$ cat src/rtl/ad1939_adc_rx.sv
// ad1939_adc_rx: AD1939 ADC serial port deserializer to Avalon-ST, one word per channel.
// Optional AD1939_ADC_RX_STATS_EN adds frame_count / drop_count outputs.
module ad1939_adc_rx #(
  parameter int DATA_WIDTH = 24,
  parameter int MSB_DELAY  = 1
) (
  input  logic                  clk,
  input  logic                  reset_n,
  input  logic                  enable,
  input  logic                  abclk,
  input  logic                  alrclk,
  input  logic                  asdata1,
  input  logic                  asdata2,
  output logic [DATA_WIDTH-1:0] out_data,
  output logic [1:0]            out_channel,
  output logic                  out_valid,
  input  logic                  out_ready,
  input  logic                  err_clr,
  output logic                  overflow,
`ifdef AD1939_ADC_RX_STATS_EN
  output logic [31:0]           frame_count,
  output logic [15:0]           drop_count,
`endif
  output logic                  short_frame
);
  localparam int CW = $clog2(DATA_WIDTH + 1);
  localparam logic [CW-1:0] DW_C = CW'(DATA_WIDTH);
  localparam logic [CW-1:0] LAST_C = CW'(DATA_WIDTH - 1);
  localparam int WW = DATA_WIDTH + 2;
  typedef enum logic [1:0] {IDLE, WAIT_LR, SHIFT} state_t;
  state_t state_q, state_d;
  logic [3:0] sync1_q, sync2_q, hist_q;
  logic lr_prev_q, lr_prev_d, skip_q, skip_d;
  logic [CW-1:0] bit_cnt_q, bit_cnt_d;
  logic [DATA_WIDTH-1:0] sr1_q, sr1_d, sr2_q, sr2_d;
  logic [WW-1:0] buf1_q, buf1_d, buf2_q, buf2_d, w1, w2;
  logic [1:0] pending_q, pending_d, pend;
  logic [DATA_WIDTH-1:0] out_data_q, out_data_d;
  logic [1:0] out_channel_q, out_channel_d;
  logic out_valid_q, out_valid_d, overflow_q, overflow_d, short_q, short_d;
  logic bclk_edge, lr, lr_chg, start, shifting, complete, short_ev, drop, new_pair, load;
`ifdef AD1939_ADC_RX_STATS_EN
  logic [31:0] fc_q, fc_d;
  logic [15:0] dc_q, dc_d;
`endif
  // Slot bits are taken from the history stage, i.e. the value just before the rising edge
  always_comb begin
    bclk_edge = sync2_q[0] & ~hist_q[0];
    lr        = hist_q[1];
    lr_chg    = lr != lr_prev_q;
    start     = bclk_edge && lr_chg && enable && state_q != IDLE;
    shifting  = state_q == SHIFT && bclk_edge && !lr_chg && !skip_q && bit_cnt_q < DW_C;
    complete  = shifting && bit_cnt_q == LAST_C;
    short_ev  = state_q == SHIFT && bclk_edge && lr_chg && bit_cnt_q < DW_C;
    drop      = complete && pending_q != 2'd0;
    new_pair  = complete && pending_q == 2'd0;
    state_d   = !enable ? IDLE : state_q == IDLE ? WAIT_LR : start ? SHIFT : state_q;
    lr_prev_d = bclk_edge ? lr : lr_prev_q;
    bit_cnt_d = start ? '0 : shifting ? bit_cnt_q + 1'b1 : bit_cnt_q;
    skip_d    = start ? (MSB_DELAY != 0) : (state_q == SHIFT && bclk_edge) ? 1'b0 : skip_q;
    sr1_d     = shifting ? {sr1_q[DATA_WIDTH-2:0], hist_q[2]} : sr1_q;
    sr2_d     = shifting ? {sr2_q[DATA_WIDTH-2:0], hist_q[3]} : sr2_q;
    w1        = new_pair ? {1'b0, lr, sr1_d} : buf1_q;
    w2        = new_pair ? {1'b1, lr, sr2_d} : buf2_q;
    buf1_d    = w1;
    buf2_d    = w2;
    pend      = new_pair ? 2'd2 : pending_q;
    load      = pend != 2'd0 && (!out_valid_q || out_ready);
    pending_d = pend - {1'b0, load};
    out_valid_d = load || (out_valid_q && !out_ready);
    {out_channel_d, out_data_d} = load ? (pend == 2'd2 ? w1 : w2) : {out_channel_q, out_data_q};
    overflow_d = drop || (overflow_q && !err_clr);
    short_d    = short_ev || (short_q && !err_clr);
`ifdef AD1939_ADC_RX_STATS_EN
    fc_d = (err_clr ? 32'd0 : fc_q) + {31'd0, complete && lr};
    dc_d = err_clr ? {15'd0, drop} : (drop && dc_q != 16'hFFFF) ? dc_q + 16'd1 : dc_q;
`endif
  end
  always_ff @(posedge clk or negedge reset_n) begin
    if (!reset_n) begin
      sync1_q       <= '0;
      sync2_q       <= '0;
      hist_q        <= '0;
      state_q       <= WAIT_LR;
      lr_prev_q     <= 1'b0;
      skip_q        <= 1'b0;
      bit_cnt_q     <= '0;
      sr1_q         <= '0;
      sr2_q         <= '0;
      buf1_q        <= '0;
      buf2_q        <= '0;
      pending_q     <= '0;
      out_data_q    <= '0;
      out_channel_q <= '0;
      out_valid_q   <= 1'b0;
      overflow_q    <= 1'b0;
      short_q       <= 1'b0;
`ifdef AD1939_ADC_RX_STATS_EN
      fc_q          <= '0;
      dc_q          <= '0;
`endif
    end else begin
      sync1_q       <= {asdata2, asdata1, alrclk, abclk};
      sync2_q       <= sync1_q;
      hist_q        <= sync2_q;
      state_q       <= state_d;
      lr_prev_q     <= lr_prev_d;
      skip_q        <= skip_d;
      bit_cnt_q     <= bit_cnt_d;
      sr1_q         <= sr1_d;
      sr2_q         <= sr2_d;
      buf1_q        <= buf1_d;
      buf2_q        <= buf2_d;
      pending_q     <= pending_d;
      out_data_q    <= out_data_d;
      out_channel_q <= out_channel_d;
      out_valid_q   <= out_valid_d;
      overflow_q    <= overflow_d;
      short_q       <= short_d;
`ifdef AD1939_ADC_RX_STATS_EN
      fc_q          <= fc_d;
      dc_q          <= dc_d;
`endif
    end
  end
  assign out_data    = out_data_q;
  assign out_channel = out_channel_q;
  assign out_valid   = out_valid_q;
  assign overflow    = overflow_q;
  assign short_frame = short_q;
`ifdef AD1939_ADC_RX_STATS_EN
  assign frame_count = fc_q;
  assign drop_count  = dc_q;
`endif
endmodule
$ cat config.mk
export PLATFORM = sky130hd
export DESIGN_NAME = ad1939_adc_rx
export DESIGN_NICKNAME = d
export VERILOG_FILES = /design/src/rtl/ad1939_adc_rx.sv
export SDC_FILE = /design/constraint.sdc
export NUM_CORES = 1
export LEC_CHECK = 0
export ABC_AREA = 1
export BUFFER_PORTS_ARGS = -buffer_cell sky130_fd_sc_hd__clkbuf_2
export CAP_MARGIN = 15
export CORE_MARGIN = 5
export CORE_UTILIZATION = 51
export CTS_CLUSTER_SIZE = 40
export DETAILED_ROUTE_END_ITERATION = 12
export PLACE_DENSITY = 0.82
export SETUP_SLACK_MARGIN = 0.2
export SLEW_MARGIN = 20
export SYNTH_ARGS = -nofsm -noshare
export SYNTH_HDL_FRONTEND = slang
export SYNTH_SLANG_ARGS = --single-unit
$ cat constraint.sdc
create_clock -name clk -period 2 [get_ports clk]
set_clock_uncertainty 0.2 [all_clocks]
set_input_delay 0.2 -clock clk [delete_from_list [all_inputs] [get_ports clk]]
set_output_delay 0.2 -clock clk [all_outputs]
set_load 0.005 [all_outputs]
==> results_dict.tcl, run 1 <==
set metrics [dict create \
    detail_route.wl_per_cell_um 17.6 \
    dieHeight_um 123 \
    syn_avg_cell_area_sq_um 8.16 \
    r2r-end "out_data[23]" \
    synth_common_cells "350 x nand2_1, 151 x dfrtp_1, 117 x inv_1, 101 x nand3_1, 17 x clkbuf_1" \
    core_sq_mm 0.0125 \
    leakagePower_nw 5.27 \
    crit_required_ns 2.11 \
    routed_via_density 5.38 \
    synth_ff_type "dfrtp_1" \
    die_w_um 123 \
    hp-class "primary input to async pin" \
    relSlewSlack_pct 74.9 \
    timing.final.ws_setup_ns -0.294 \
    dieArea_sq_mm 0.0150 \
    fmax_mhz 436 \
    rr_startpoint "bit_cnt_q[0]" \
    pre_cts_slack_ns -0.0677 \
    gp_congestion 0.774 \
    nets 909 \
    netlist_area_sq_mm 0.00645 \
    io_pins 38 \
    first_pass_iters 5 \
    start_util_pct 51.6 \
    setup_viol 46 \
    rsz0062_at_grt "true" \
    root_buffer "clkbuf_16" \
    antenna_found_initial 0 \
    cts_sinks 152 \
    failed_checks "setup timing" \
    overflow 0 \
    arrival_ns 2.40 \
    period_share_pct 115 \
    crit_chain "ha_4, nand2_4, nor2_4, nand3_4, nor2_4, buf_6, buf_12, nand2_2, nand2_2, nand2_1, nand3_1, nand2_1" \
    maxCapViolCount 0 \
    r2r_slack_ns -0.29 \
    cpPeakStageDelay_ns 0.41 \
    worst-path-buf-inv 2 \
    ant_nets 0 \
    clk_pin_slew_ns 0.06 \
    syn2layout_area_growth_pct 37.1 \
    vias 5825 \
    worstSetupStartpointType "register" \
    crit_path_max_fanout 7 \
    finalMaxSlewViolations 0 \
    end_kind "register" \
    track_usage_pct 22.9 \
    cp_slowest_cell "dfrtp_1" \
    synth-edff-count 0 \
    rows 41 \
    grt_max_degree 43 \
    layout-drive-gt1-share_pct 30.0 \
    power_density_mw_per_mm2 1010 \
    async_flop_share_pct 100 \
    num_antenna_cells 0 \
    synth-seq-cells 152 \
    cpLargestDelayFamily "simple AND/OR/NAND/NOR gates" \
    cts_buffers 17 \
    fin_crit_ns 2.29 \
    synth_fp_nets 802 \
    final_core_utilization_pct 70.7 \
    synth_top_area_share_pct 58.5 \
    cts_buffer_depth 2 \
    fin_total_pwr_mw 8.95 \
    syn_inst 791 \
    htree_levels 4 \
    yosysMostFrequentCell "nand2_1" \
    synth_top_cell_by_area "dfrtp_1" \
    drc 0 \
    ir_drop_mv 0.714 \
    grt_pass1_wl_um 26600 \
    synth.area.top_cells "dfrtp_1 59%, nand2_1 20%, nand3_1 7.8%" \
    grt_pass1_vias 5468 \
    hold_violations 0 \
    cts_tree "yes" \
    crit_type "register to register" \
    port_buffers 37 \
    synth_cell_types 27 \
    reg2reg_depth 12 \
    worstMarginPinSlew_ns 0.376 \
    dp_hpwl_um 8830 \
    seq_area_frac_synth_pct 58.9 \
    insertion_delay_ns 0.43 \
    drtIter0Drc 540 \
    synth_warnings 0 \
    drt_wl_total_um 19000 \
    status "finished, violations left" \
]
## metal layers
layer	GRT usage, %	share of wire [%]
met2	37.3	50
met5	0	0
met1	29.2	39
met3	5.21	6.9
met4	10.6	4.4
## report_power, final
part	switching (mW)	internal [mW]	total [mW]
registers	0.162	3.33	3.50
logic	1.48	1.03	2.50
clock network	1.21	1.74	2.95
## sequential cells by signal, summed over array words and instances, names as in the netlist
signal       count
state_q          2
sr2_q           24
lr_prev_q        1
sr1_q           24
overflow         1
pending_q        2
sync2_q          4
buf2_q          26
short_frame      1
hist_q           4
out_channel      2
skip_q           1
sync1_q          4
out_data        24
out_valid        1
buf1_q          26
bit_cnt_q        5
## repair_timing
item                                    4_1_cts  5_1_grt
cloned                                        5        7
endpoints found under the setup margin       63       92
gates resized for setup                      30      151
pin swaps                                    16       32
buffers inserted                             16       17
hold buffers                                  8        0
endpoints found under the hold margin       161        0
## cells in the final DEF (no fill, tap or decap), types with 2 or more instances in the layout
cell / n
clkbuf_16: 21
nor3_1: 2
buf_8: 4
inv_2: 4
o21ai_2: 2
inv_1: 114
nand3_4: 2
nor2_4: 4
nand2_1: 257
buf_4: 36
buf_12: 15
clkbuf_2: 36
nand2_4: 18
clkbuf_1: 6
ha_4: 2
dfrtp_1: 151
nand2_2: 75
buf_6: 13
dlygate4sd3_1: 8
nand3_1: 83
nor2_1: 8
clkinv_2: 4
nand3_2: 18
a21oi_2: 2
o21ai_0: 3
buf_16: 5
clkbuf_8: 5
## area by class of cell
class	instances	area [sq um]
tap	172	215
sequential	152	3800
clock buffer	28	517
fill	832	3660
clock inverter	4	20.0
timing repair buffer	121	1270
inverter	119	459
multi-input combinational	487	2560
## cells by family after synthesis
kind of cell,synth area share (%)
and+or+nand+nor,30.2
xor gates and xnor gates,0.136
buffers and inverters,9.32
adders and majority gates,0.388
DFF,58.9
AOI/OAI and AO/OA,1.05
## per-stage QoR
step / std cells / hold WS, ns / TNS, ns / area (sq um)
final: 1083 / 0.0425 / -5.59 / 8850
after global routing: 1083 / 0.0932 / -8.00 / 8850
after CTS: 1059 / 0.0547 / 0 / 8120
after detailed placement: 998 / -0.0707 / -0.481 / 7120
after global placement: 998 / -0.0711 / 0 / 7120
after floorplan: 791 / -0.296 / 0 / 6520
## worst max-delay path by stage
stage / startpoint / to / cells after the start
after floorplan: state_q[0] / out_data[10] / 12
after global placement: bit_cnt_q[1] / out_data[11] / 11
after detailed placement: bit_cnt_q[1] / out_data[21] / 11
after CTS: hist_q[0] / out_data[23] / 11
after global routing: hist_q[1] / out_data[23] / 13
final: bit_cnt_q[0] / out_data[23] / 12
(Power assumes the default switching activity.)
==> inputs of run 2 (changes only) <==
- GPL_TIMING_DRIVEN: unset -> 0
- PLACE_DENSITY: 0.82 -> 0.8
- TNS_END_PERCENT: unset -> 1
- clock period: 2 -> 2.37 ns (I/O delays scaled with it)
==> results_dict.tcl, run 2 (synthesized netlist as in run 1, its figures left out) <==
set metrics [dict create \
    die_w_um 123 \
    cts_sinks 152 \
    overflow 0 \
    layout-drive-gt1-share_pct 13.5 \
    dp_hpwl_um 8650 \
    top_regs "buf1_q: 26 flops, buf2_q: 26 flops" \
    dieArea_sq_mm 0.0150 \
    cpLargestDelayFamily "simple AND/OR/NAND/NOR gates" \
    final_cell_mix "348 x nand2_1, 151 x dfrtp_1, 117 x inv_1, 100 x nand3_1, 51 x clkbuf_2" \
    end_kind "register" \
    min_to "sync2_q[2]" \
    switching_power_mw 1.98 \
    cts_tree "yes" \
    ir_drop_mv 0.633 \
    io_pins 38 \
    final_cells 1046 \
    leakagePower_nw 4.70 \
    setup_viol 0 \
    cts_buffers 17 \
    crit_start "bit_cnt_q[0]" \
    antenna_found_initial 0 \
    fin_crit_ns 2.14 \
    first_pass_iters 5 \
    power_density_mw_per_mm2 874 \
    gp_congestion 0.764 \
    finalMaxSlewViolations 0 \
    fmax_mhz 467 \
    crit_path_max_fanout 10 \
    internal-power_mw 4.72 \
    hp-class "register to register" \
    rr_startpoint "bit_cnt_q[0]" \
    hp-start "sync1_q[2]" \
    port_buffers 37 \
    clkPwrFrac_pct 35.3 \
    grt_max_degree 88 \
    vias 5008 \
    num-fill-cells 1062 \
    drt_wl_total_um 13500 \
    clk_pin_slew_ns 0.06 \
    track_usage_pct 19.8 \
    drc 0 \
    r2r_slack_ns 0.23 \
    seqPwrFrac_pct 43.8 \
    worstSetupStartpointType "register" \
    insertion_delay_ns 0.43 \
    pre_cts_slack_ns -0.0288 \
    nets 874 \
    detail_route.wl_per_cell_um 12.9 \
    hold_ws_ns 0.149 \
    crit_chain "ha_1, nand2_1, nor2_4, nand3_4, nand2_1, nand2_4, inv_4, buf_6, ha_1, xor2_1" \
    worstMarginPinSlew_ns 0.701 \
    p_comb_share_pct 20.9 \
    crit_type "register to register" \
    dieHeight_um 123 \
    routed_via_density 4.79 \
    start_util_pct 51.6 \
    dp_cells 1001 \
    ant_nets 0 \
    hold_violations 0 \
    rows 41 \
    reg2reg_depth 10 \
    maxCapViolCount 0 \
    root_buffer "clkbuf_16" \
    arrival_ns 2.25 \
    worst-path-buf-inv 2 \
    tns_ns 0 \
    syn2layout_area_growth_pct 18.7 \
    drtIter0Drc 376 \
    final_common_cell "nand2_1" \
    crit_required_ns 2.47 \
    period_share_pct 90.4 \
    cp_slowest_cell "dfrtp_1" \
    min_path_cells 0 \
    cpPeakStageDelay_ns 0.41 \
    relSlewSlack_pct 53.3 \
    htree_levels 4 \
    num_antenna_cells 0 \
    grt_pass1_vias 4959 \
    r2r-end "pending_q[1]" \
    switching_share_pct 29.6 \
    rsz0062_at_grt "true" \
    core_sq_mm 0.0125 \
    timing.final.ws_setup_ns 0.227 \
    grt_pass1_wl_um 23000 \
    status "finished, final reports clean" \
    cts_buffer_depth 2 \
]
## run 2: cell type report
cell class / instances / area [sq um] / area share (%)
sequential: 152 / 3800 / 49.6
multi-input combinational: 487 / 2110 / 27.5
buffer: 33 / 211 / 2.76
inverter: 119 / 449 / 5.86
tap: 172 / 215 / 2.81
clock inverter: 4 / 20.0 / 0.261
clock buffer: 26 / 489 / 6.38
timing repair buffer: 53 / 367 / 4.78
## run 2: how the worst max path moves through the flow
stage / slack, ns / end / cells past startpoint
final: 0.23 / pending_q[1] / 10
after global routing: 0.09 / out_data[16] / 11
after CTS: 0.17 / out_data[18] / 10
after detailed placement: -0.03 / pending_q[1] / 10
after global placement: -1.69 / sr2_q[3] / 1
after floorplan: 0.35 / pending_q[1] / 10
## run 2: power groups by stage
stage | Sequential (mW) | Combinational (mW) | Clock [mW]
4_1_cts | 2.93 | 1.35 | 2.40
3_5_place_dp | 2.97 | 1.27 | 0
5_1_grt | 2.96 | 1.60 | 2.51
2_1_floorplan | 2.97 | 0.787 | 0
6_report | 2.93 | 1.40 | 2.36
3_3_place_gp | 2.96 | 1.24 | 0
## run 2: repair_timing
action,in CTS,in global routing
pin swaps,1,4
setup endpoints to repair,28,58
hold endpoints to repair,95,0
setup buffers,2,5
hold buffers,8,0
resized for setup,15,47
gates cloned,0,0
## run 2: layer usage
metal | GRT usage (%) | vias to the layer above | part of all wire (%)
li1 | - | 2519 | -
met1 | 25.8 | 2367 | 46
met2 | 31.5 | 99 | 48
met3 | 4.98 | 23 | 4.0
met4 | 8.54 | 0 | 2.0
met5 | 0 | - | 0
## run 2: per-stage QoR
stage	area [sq um]	util (%)	total power [mW]
floorplan	6450	-	3.75
global placement	6860	54.8	4.20
detailed placement	6890	55.1	4.24
CTS	7550	60.3	6.68
global route	7660	61.2	7.06
finish	7660	61.2	6.70
==> inputs of run 3 (changes only) <==
- ABC_AREA: 1 -> unset
- BUFFER_PORTS_ARGS: -buffer_cell sky130_fd_sc_hd__clkbuf_2 -> unset
- DONT_BUFFER_PORTS: unset -> 1
- PLACE_DENSITY: 0.8 -> 0.77
- REMOVE_ABC_BUFFERS: unset -> 1
==> results_dict.tcl, run 3 <==
set metrics [dict create \
    status "finished, violations left" \
    failed_checks "hold timing" \
    core_sq_mm 0.0114 \
    synth_common_cells "149 x dfrtp_1, 62 x mux2_2, 31 x inv_1, 30 x nand2_1, 28 x o21ai_0" \
    clk_pin_slew_ns 0.06 \
    end_kind "register" \
    htree_levels 4 \
    syn2layout_area_growth_pct 16.5 \
    crit_chain "and4bb_2, nand3_4, or3_1, a21oi_1" \
    maxCapViolCount 0 \
    netlist_area_sq_mm 0.00588 \
    port_buffers 0 \
    synth-seq-cells 150 \
    grt_pass1_vias 3712 \
    seq_area_frac_synth_pct 63.9 \
    overflow 0 \
    synth.area.top_cells "dfrtp_1 63%, mux2_2 12%, mux2i_1 4.3%" \
    dp_hpwl_um 5940 \
    timing.final.ws_setup_ns 0.128 \
    cpLargestDelayFamily "simple AND/OR/NAND/NOR gates" \
    syn_avg_cell_area_sq_um 13.8 \
    synth_cell_types 42 \
    rows 39 \
    arrival_ns 2.37 \
    grt_max_degree 151 \
    worstMarginPinSlew_ns 0.760 \
    reg2reg_depth 4 \
    antenna_found_initial 0 \
    async_flop_share_pct 100 \
    first_pass_iters 4 \
    num_antenna_cells 0 \
    leakagePower_nw 3.61 \
    dieArea_sq_mm 0.0138 \
    rsz0062_at_grt "true" \
    hp-class "primary input to async pin" \
    insertion_delay_ns 0.41 \
    cts_tree "yes" \
    ir_drop_mv 1.00 \
    cts_buffers 17 \
    finalMaxSlewViolations 0 \
    synth_top_area_share_pct 63.4 \
    power_density_mw_per_mm2 912 \
    setup_viol 0 \
    cts_buffer_depth 2 \
    pre_cts_slack_ns -0.233 \
    drtIter0Drc 228 \
    grt_pass1_wl_um 19900 \
    drc 0 \
    vias 3416 \
    layout-drive-gt1-share_pct 26.5 \
    track_usage_pct 18.3 \
    syn_inst 425 \
    relSlewSlack_pct 49.2 \
    crit_start "state_q[0]" \
    worst-path-buf-inv 0 \
    worstSetupStartpointType "register" \
    final_core_utilization_pct 60.2 \
    die_w_um 117 \
    r2r-end "bit_cnt_q[3]" \
    detail_route.wl_per_cell_um 20.1 \
    cp_slowest_cell "and4bb_2" \
    hold_violations 150 \
    final_common_cell "dfrtp_1" \
    ant_nets 0 \
    hold_buffers 6 \
    synth_ff_type "dfrtp_1" \
    cts_sinks 150 \
    root_buffer "clkbuf_16" \
    crit_required_ns 2.50 \
    r2r_slack_ns 0.13 \
    dieHeight_um 117 \
    fmax_mhz 446 \
    crit_type "register to register" \
    start_util_pct 51.7 \
    hold_ws_ns -0.683 \
    synth-edff-count 0 \
    fin_crit_ns 2.24 \
    synth_top_cell_by_area "dfrtp_1" \
    nets 455 \
    crit_path_max_fanout 14 \
    io_pins 38 \
    cpPeakStageDelay_ns 0.62 \
    routed_via_density 5.70 \
    rr_startpoint "state_q[0]" \
    gp_congestion 0.760 \
    final_cell_mix "149 x dfrtp_1, 62 x mux2_2, 31 x inv_1, 30 x nand2_1, 28 x o21ai_0" \
    period_share_pct 94.6 \
    synth_warnings 0 \
    drt_wl_total_um 12100 \
    yosysMostFrequentCell "dfrtp_1" \
]
==> run 3: changes by cell type after synthesis, moves of 25 or more <==
cell / delta
mux2_2: +62
inv_1: -86
o211ai_1: +25
nand2_1: -320
mux2i_1: +25
nand3_1: -99
==> run 3: kinds of logic (layout without fill, tap and decap cells) <==
group	Yosys count	count (layout)	synth area share, %
AO/OA/AOI/OAI	67	69	7.73
XOR/XNOR	3	3	0.767
adder cells (fa/ha/maj)	2	2	0.426
buffers and inverters	51	77	4.02
flip-flops	150	150	63.9
multiplexers	98	98	18.2
AND/OR/NAND/NOR	54	57	4.92
==> run 3: stage by stage <==
step	hold slack (ns)	instance area, sq um	total power [mW]	setup TNS [ns]	cells
floorplan	-0.259	5760	3.04	-0.127	405
global placement	-0.254	5940	3.19	-60.53	548
detailed placement	-0.254	5970	3.23	-4.79	549
CTS	-0.693	6830	6.25	0	597
global route	-0.699	6850	6.47	0	599
finish	-0.683	6850	6.25	0	599
==> run 3: worst max-delay path by stage <==
| stage | endpoint | depth (start not counted) |
|---|---|---|
| 6_report | bit_cnt_q[3] | 4 |
| 5_1_grt | sr2_q[12] | 3 |
| 4_1_cts | out_data[17] | 5 |
| 3_5_place_dp | pending_q[1] | 6 |
| 3_3_place_gp | out_data[6] | 4 |
| 2_1_floorplan | buf2_q[17] | 4 |
==> run 3: layout make-up <==
class	instances	area [sq um]
multi-input cells	229	2010
repair buffers	15	178
fillers	840	4520
inverters	31	116
well taps	143	179
clock inverters	13	181
clock buffers	18	429
flip-flops and latches	150	3750
==> run 3: report_power, final <==
group          switching [mW]  internal (mW)
registers               0.106           2.64
clock network            1.01           1.75
logic                   0.501          0.241
==> run 3: what timing repair did <==
item	CTS	global route
endpoints found under the hold margin	160	150
endpoints found under the setup margin	131	115
setup buffers	6	2
pin swaps	5	1
resized for setup	6	1
gates cloned	5	0
==> run 3: per-layer routing <==
| layer | track usage [%] | share of wire [%] | up-vias |
|---|---|---|---|
| li1 | - | - | 1528 |
| met1 | 23.7 | 42 | 1787 |
| met2 | 28.9 | 49 | 84 |
| met3 | 6.59 | 7.2 | 17 |
| met4 | 5.87 | 1.7 | 0 |
| met5 | 0 | 0 | - |
